--- src/rtl/mux_scan_sampler.sv ---
// Scans a 4-to-1 mux, channel 0..3, sampling f after SETTLE+1 cycles per channel into a 4-bit word.
// Optional output parity (XOR of q) is enabled by defining MUX_SCAN_PARITY_EN.
module mux_scan_sampler #(
  parameter int SETTLE = 0
) (
  input  logic       clk,
  input  logic       rst,
  input  logic       start,
  input  logic       f,
  output logic [1:0] S,
  output logic       busy,
  output logic       valid,
  input  logic       ready,
  output logic [0:3] q
`ifdef MUX_SCAN_PARITY_EN
  ,
  output logic       parity
`endif
);

  localparam logic [3:0] SETTLE_L = 4'(SETTLE);

  typedef enum logic [1:0] {
    IDLE = 2'd0,
    SCAN = 2'd1,
    HOLD = 2'd2
  } state_t;

  state_t     state_q;
  logic [1:0] sel_q;
  logic [3:0] cnt_q;
  logic [0:3] shadow_q;
  logic [0:3] shadow_d;
  logic [0:3] q_q;
  logic       last_tick;

  assign last_tick = (cnt_q == SETTLE_L);

  // Shadow word with the current channel's bit replaced, so the final load includes it.
  always_comb begin
    shadow_d        = shadow_q;
    shadow_d[sel_q] = f;
  end

`ifdef MUX_SCAN_PARITY_EN
  logic parity_q;
`endif

  always_ff @(posedge clk) begin
    if (rst) begin
      state_q  <= IDLE;
      sel_q    <= 2'd0;
      cnt_q    <= 4'd0;
      shadow_q <= 4'b0000;
      q_q      <= 4'b0000;
`ifdef MUX_SCAN_PARITY_EN
      parity_q <= 1'b0;
`endif
    end else begin
      case (state_q)
        IDLE: begin
          if (start) begin
            state_q <= SCAN;
            sel_q   <= 2'd0;
            cnt_q   <= 4'd0;
          end
        end
        SCAN: begin
          if (last_tick) begin
            shadow_q <= shadow_d;
            cnt_q    <= 4'd0;
            if (sel_q == 2'd3) begin
              q_q     <= shadow_d;
              state_q <= HOLD;
              sel_q   <= 2'd0;
`ifdef MUX_SCAN_PARITY_EN
              parity_q <= ^shadow_d;
`endif
            end else begin
              sel_q <= sel_q + 2'd1;
            end
          end else begin
            cnt_q <= cnt_q + 4'd1;
          end
        end
        HOLD: begin
          if (ready) begin
            state_q <= IDLE;
          end
        end
        default: begin
          state_q <= IDLE;
          sel_q   <= 2'd0;
          cnt_q   <= 4'd0;
        end
      endcase
    end
  end

  assign S     = sel_q;
  assign busy  = (state_q == SCAN);
  assign valid = (state_q == HOLD);
  assign q     = q_q;
`ifdef MUX_SCAN_PARITY_EN
  assign parity = parity_q;
`endif

endmodule

--- config.mk ---
export PLATFORM = sky130hd
export DESIGN_NAME = mux_scan_sampler
export DESIGN_NICKNAME = d
export VERILOG_FILES = /design/src/rtl/mux_scan_sampler.sv
export SDC_FILE = /design/constraint.sdc
export NUM_CORES = 1
export LEC_CHECK = 0
export BUFFER_PORTS_ARGS = -buffer_cell sky130_fd_sc_hd__buf_4
export CORE_AREA = 2 2 42 44
export DETAILED_ROUTE_END_ITERATION = 10
export DIE_AREA = 0 0 44 46
export MAX_ROUTING_LAYER = met4
export PLACE_DENSITY_LB_ADDON = 0.3
export SYNTH_ARGS = -nofsm -noshare
export SYNTH_HDL_FRONTEND = slang
export SYNTH_SLANG_ARGS = --single-unit
--- constraint.sdc ---
create_clock -name clk -period 3.5 [get_ports clk]
set_clock_uncertainty 0.05 [all_clocks]
set_input_delay 0.525 -clock clk [delete_from_list [all_inputs] [get_ports clk]]
set_output_delay 0.525 -clock clk [all_outputs]
set_load 0.1 [all_outputs]
Word level (Yosys, flattened, before mapping):

Cells that the tools add are included.

* add/subtract/negate cells: 2
* order comparisons: 2
* equality and inequality tests: 7
* mux-type cells: 15
* bitwise operators: 2
* reduce and logical (&&, ||, !) cells: 8

Operator list (number)
* 2-bit 2-to-1 mux: 7
* 2-bit one-hot mux with 3 select lines: 2
* 4-bit one-hot mux with 3 select lines: 1
* 4-bit 2-to-1 mux: 2
* 2-bit by 1-bit inequality test with 1-bit output, second input constant: 3
* 3-bit AND reduction: 2
* 4-bit by 1-bit adder with 4-bit output, second input constant: 1
* 4-bit bitwise mux: 1
* 2-bit equality test, second input constant: 2
* 4-bit logical NOT: 1
* 2-bit AND reduction: 2
* 4-bit AND reduction: 1
* 3-bit greater-or-equal comparator, second input constant: 1
* 3-bit by 1-bit < comparator with 1-bit output, second input constant: 1
* 2-bit NOT with 3-bit output: 1
* 2-bit by 1-bit adder with 2-bit output, second input constant: 1
* 1-bit demux with 2-bit select: 1
* 2-bit by 1-bit equality test with 1-bit output, second input constant: 1
* 2-bit logical NOT: 1
* 2-bit inequality test, second input constant: 1
* 1-bit logical AND: 1
* 1-bit 2-to-1 mux: 1
* 1-bit NOT: 1

* bits in registers: 16
* input bits: 5
* output and inout port bits: 8

Logic depth before layout (Yosys ltp):

Gate-level depths: netlist of the first run.

* word-level depth: 6
* gate-level depth with buffers: 6
* mapped depth without buffers: 5

Least setup slack after synthesis of the first run:

OpenSTA, ideal clock, no wires.

* path kind: register to output
* from: reg state_q[0]
* to: out busy
* arrival: 2.004 ns
* data required time: 2.925 ns
* slack: 0.921 ns
* stages on the path, launching flop included: 3
* buffers on the path: 1
* path through: dfxtp_1 -> buf_2 -> nor2b_1

* cells in the longest elaborated chain, start to end: 1

RTL lines
* start: declaration: RTL line 29 `state_t state_q;`
* start signal: assignment: RTL line 51 `state_q <= IDLE;`
* start signal: assignment: RTL line 63 `state_q <= SCAN;`
* start signal: assignment: RTL line 74 `state_q <= HOLD;`
* 2-bit by 1-bit equality test with 1-bit output: RTL line 101 `assign busy = (state_q == SCAN);`
* end: declaration: RTL line 11 `output logic busy,`

Every way passes these cells.

Worst setup path in the final report of the first run:

Same ends and word-level chain as after synthesis.

==> out/qor.yml, run 1 <==
use_met1: 0.199
postRouteAntennaNets: 0
crit_chain: "nor2b_1 > buf_4"
first_pass_iters: 4
rsz0062_at_grt: "no"
cp-end-kind: "primary output"
yosysWarnings: 0
synth_ff_type: "dfxtp_1"
ff2ff_setup_slack_ps: 1840
grt_busiest_layer: "met2"
ios: 13
cts_root_buf: "clkbuf_4"
remaining_drc_errors: 0
die_h_um: 46
syn_area_um2: 803
synth_edf_count: 0
vias: 636
powerDensity_mw_per_mm2: 353
fillers: 159
whs_path_depth: 2
hpwl_um: 1060
worst_ir_drop_vdd_mv: 0.279
drv_cap: 0
min_from: "shadow_q[2]$_SDFFE_PP0P_"
die-area_mm2: 0.00202
cts_buffer_depth: 2
diodes: 0
ctsHtreeMaxLevel: 1
ys_seq_elements: 15
cp.required_ps: 2920
hp-class: "reg -> reg"
clock_sinks: 15
path_buf_inv: 1
crit_path_start_kind: "flop"
r2r-start: "cnt_q[0]$_SDFFE_PP0P_"
rr_worst_depth: 5
wire_per_inst_um: 12.5
place_congestion: 0.779
slowest_delay_ps: 540
ys_seq_area_frac: 0.374
finish.utilization: 0.568
rows: 15
status: "complete, no violations"
r2r_end: "q[0]$_SDFFE_PP0P_"
synth.avg_cell_area_um2: 9.45
fin_cells: 114
place_inst: 110
syn-num-nets: 96
worst_slack_ps: 1390
hold_viol: 0
gr-total-overflow: 0
synth_cells: 85
grt_use_met2: 0.241
hold_buffers: 0
grt_use_total: 0.158
cts_buffers: 3
path_class: "reg -> out"
cpLargestDelayFamily: "flip-flops"
die_x_um: 44
final.period_utilization: 0.602
slew_headroom: 0.635
clock_latency_ps: 270
port_buffers: 12
crit_fanout: 13
grt_first_pass_wirelength_um: 2260
place_ws_ps: 1710
yosysUniqueCellTypes: 30
core_area_mm2: 0.00161
grt_max_degree: 17
tritoncts: "built"
tns_ps: 0
setup_viol: 0
max_freq_ghz: 0.475
clk_pin_slew_ps: 90
antenna_found_initial: 0
tightest_slew_ps: 546
nets: 109
grt_pass1_vias: 536
slew_viol_final: 0
ctsResizeCount: 0
start_util: 0.498
power_leakage_nw: 0.378
critical_path.slowest_cell: "dfxtp_1"
min_period_ps: 2110
grt.met3_usage: 0.0238
post_cts_buffers: 0
arrival_ps: 1530
postSynth.asyncResetShare: 0
routed_wl_um: 1420
holdPathEnd: "shadow_q[2]$_SDFFE_PP0P_"
area_growth_syn_to_layout_pct: 14.2
drive_gt1_frac: 0.186
first_iter_violations: 8
viasPerCell: 5.58
==> sequential cells by signal, summed over array words and instances (netlist names) <==
signal and count:
shadow_q 3, q 4, state_q 2, cnt_q 4
S 2
==> cells in the final DEF, fill, tap and decap left out, types with 2 or more instances in the layout <==
cell type | netlist | layout
or3_1 | 4 | 4
inv_1 | 4 | 4
ha_1 | 6 | 6
clkbuf_4 | 0 | 3
o21ai_0 | 4 | 4
nor3_1 | 3 | 3
nor2b_1 | 4 | 4
nand3_1 | 5 | 5
a32o_1 | 2 | 2
nand2_1 | 2 | 2
dfxtp_1 | 15 | 15
a21oi_1 | 4 | 4
nand3b_1 | 2 | 2
nand2b_1 | 5 | 5
mux2i_1 | 7 | 7
nor2_1 | 2 | 2
buf_4 | 0 | 12
==> metrics by stage <==
step                area (um2)  power (mW)  hold slack [ps]
detailed placement         891       0.230              425
global placement           891       0.229              410
global route               917       0.339              449
floorplan                  803       0.219              402
CTS                        917       0.328              437
finish                     917       0.324              430
==> cell type report <==
type	instances	area (um2)	area share
repair buffers	12	90.1	0.0982
inverters	4	15.0	0.0164
clock buffers	4	26.3	0.0286
flip-flops and latches	15	300	0.327
well taps	17	21.3	0.0232
multi-input cells	62	464	0.506
==> cells by family after synthesis <==
family	Yosys count	synth area share
compound gates	17	0.148
xor+xnor	1	0.0109
fa+ha+maj	6	0.0935
buf+inv	8	0.0483
flops	15	0.374
mux	7	0.0872
simple gates	31	0.238
==> synthesized netlist by cell type (2+ instances only) <==
| library cell | count | area (um2) |
|---|---|---|
| dfxtp_1 | 15 | 300 |
| mux2i_1 | 7 | 70.1 |
| ha_1 | 6 | 75.1 |
| nand2b_1 | 5 | 31.3 |
| nand3_1 | 5 | 25.0 |
| a21oi_1 | 4 | 20.0 |
| inv_1 | 4 | 15.0 |
| nor2b_1 | 4 | 25.0 |
| o21ai_0 | 4 | 20.0 |
| or3_1 | 4 | 25.0 |
| nor3_1 | 3 | 15.0 |
| a32o_1 | 2 | 20.0 |
| clkbuf_1 | 2 | 7.51 |
| nand2_1 | 2 | 7.51 |
| nand3b_1 | 2 | 15.0 |
| nor2_1 | 2 | 7.51 |
==> where the power goes <==
group | switching [mW] | leakage [nW] | internal [mW]
Sequential | 0.00495 | 0.122 | 0.174
Combinational | 0.0303 | 0.242 | 0.0165
Clock | 0.0537 | 0.0150 | 0.0441
Total | 0.0889 | 0.378 | 0.235
==> worst reg2reg max path: stages (launching register included) <==
cell and delay, ps:
dfxtp_1 360, inv_1 70, ha_1 160, or3b_4 430
or3_1 390, a21oi_1 140
==> how the worst max path moves through the flow <==
stage	startpoint	end	cells after the start
after floorplan	state_q[0]$_SDFFE_PP0P_	busy	2
after global placement	state_q[0]$_SDFFE_PP0P_	busy	2
after detailed placement	state_q[0]$_SDFFE_PP0P_	busy	2
after CTS	state_q[0]$_SDFFE_PP0P_	busy	2
after global routing	state_q[0]$_SDFFE_PP0P_	busy	2
final	state_q[0]$_SDFFE_PP0P_	busy	2
==> metal layers <==
| metal | vias to the layer above | wire, um | part of all wire |
|---|---|---|---|
| li1 | 333 | - | - |
| met1 | 292 | 707 | 0.50 |
| met2 | 9 | 653 | 0.46 |
| met3 | 2 | 47 | 0.033 |
| met4 | 0 | 13 | 0.0091 |
| met5 | - | 0 | 0 |
No activity file was read; power rests on OpenSTA's default activity.
==> run 2: changes to the inputs <==
ABC_AREA = 1   (was not set)
CORE_AREA = 2 2 44 46   (was 2 2 42 44)
DIE_AREA = 0 0 46 48   (was 0 0 44 46)
clock period = 1.8 ns   (was 3.5 ns; I/O delays follow)
==> out/qor.yml, run 2 <==
status: "complete, no violations"
synth_top_area_frac: 0.396
rows: 15
postRouteAntennaNets: 0
die_x_um: 46
synth_ff_type: "dfxtp_1"
arrival_ps: 1220
ctsResizeCount: 0
synth.area.top_cells: "dfxtp_1 40%, ha_1 9.9%, nand2_1 9.9%, a21oi_1 9.2%, inv_1 7.4%"
finish.utilization: 0.532
synth_cells: 103
layout_common_cells: "20 x nand2_1, 15 x inv_1, 14 x a21oi_1"
yosysWarnings: 0
clock_sinks: 15
drive_gt1_frac: 0.229
diodes: 0
synth.avg_cell_area_um2: 7.36
antenna_found_initial: 0
clock_latency_ps: 290
grt_max_degree: 10
grt_use_total: 0.166
ys_seq_elements: 15
slew_viol_final: 0
tritoncts: "built"
cts_buffers: 3
max_freq_ghz: 0.648
ys_top_cells_by_count: "20 x nand2_1, 15 x dfxtp_1, 15 x inv_1"
path_class: "reg -> out"
cp.required_ps: 1480
die-area_mm2: 0.00221
hold_buffers: 0
remaining_drc_errors: 0
nets: 130
syn-num-nets: 114
crit_path_start_kind: "flop"
port_buffers: 12
final_common_cell: "nand2_1"
slew_headroom: 0.820
routed_wl_um: 1460
wire_per_inst_um: 10.8
post_cts_buffers: 0
cts_root_buf: "clkbuf_4"
gr-total-overflow: 0
power_leakage_nw: 0.420
syn_area_um2: 758
crit_fanout: 4
grt_pass1_vias: 627
postSynth.asyncResetShare: 0
min_period_ps: 1540
yosysUniqueCellTypes: 18
multiInputGateArea_um2: 389
first_iter_violations: 14
place_congestion: 0.761
drv_cap: 0
first_pass_iters: 4
hold_viol: 0
synth_area_leader_cell: "dfxtp_1"
vias: 667
clk_pin_slew_ps: 100
setup_viol: 0
seq_area_um2: 303
synth_edf_count: 0
powerDensity_mw_per_mm2: 770
ios: 13
cp-end-kind: "primary output"
ys_seq_area_frac: 0.396
hp-class: "in -> reg"
worst_ir_drop_vdd_mv: 0.458
area_growth_syn_to_layout_pct: 18.5
fillers: 170
grt_first_pass_wirelength_um: 2540
tightest_slew_ps: 268
cts_buffer_depth: 2
die_h_um: 48
rsz0062_at_grt: "no"
final.period_utilization: 0.858
synth_most_common_cell: "nand2_1"
hpwl_um: 1110
start_util: 0.449
tns_ps: 0
core_area_mm2: 0.00169
ctsHtreeMaxLevel: 1
viasPerCell: 4.94
==> run 2: cell count changes after synthesis, moves of 5 or more <==
cell      previous run  this run
nand2b_1             5         0
nand2_1              2        20
inv_1                4        15
mux2i_1              7         0
a21oi_1              4        14
==> run 2: cell type report <==
| cell class | instances | area share |
|---|---|---|
| clock buffers | 3 | 0.0251 |
| clock inverters | 1 | 0.00557 |
| inverters | 18 | 0.0752 |
| multi-input cells | 69 | 0.433 |
| flip-flops and latches | 15 | 0.337 |
| well taps | 17 | 0.0237 |
| repair buffers | 12 | 0.100 |
==> run 2: metrics by stage <==
stage               power (mW)  instances  instance area, um2  setup slack (ps)  hold WS [ps]
CTS                      0.693        135                 898               256           148
global placement         0.494        131                 871               513           380
global route             0.721        135                 898               171           147
detailed placement       0.495        131                 871               499           390
finish                   0.692        135                 898               256           147
floorplan                0.464        103                 763               207           367
==> run 2: worst paths after layout <==
| check | startpoint | end | slack [ps] | depth (start not counted) |
|---|---|---|---|---|
| worst min register to register | q[3]$_SDFFE_PP0P_ | q[3]$_SDFFE_PP0P_ | 400 | 2 |
| worst min-delay path | rst | state_q[1]$_SDFFE_PP0P_ | 150 | 2 |
| worst max register to register | cnt_q[0]$_SDFFE_PP0P_ | shadow_q[0]$_SDFFE_PP0P_ | 480 | 7 |
| worst max-delay path | state_q[1]$_SDFFE_PP0P_ | busy | 260 | 4 |
==> run 2: critical path, cell delays in order, from the launching register on <==
cell	delay, ps
dfxtp_1	350
inv_1	130
nand2_2	90
inv_2	80
buf_4	280
==> run 2: cells by family after synthesis <==
family,Yosys count,share of synthesized area
AOI/OAI and AO/OA,26,0.185
adders and majority gates,6,0.0990
buffers and inverters,19,0.0940
DFF,15,0.396
and+or+nand+nor,37,0.226
==> run 2: report_power, final <==
group	total, mW	internal [mW]	switching, mW
registers	0.357	0.346	0.0107
logic	0.132	0.0385	0.0937
clock network	0.203	0.0826	0.121
total	0.692	0.467	0.225
==> run 2: routing by layer <==
metal	GRT usage	share of wire	up-vias	wire (um)
met3	0.0226	0.053	4	77
met4	0.103	0.018	0	26
met5	-	0	-	0
li1	-	-	363	-
met1	0.228	0.52	281	764
met2	0.225	0.41	19	596
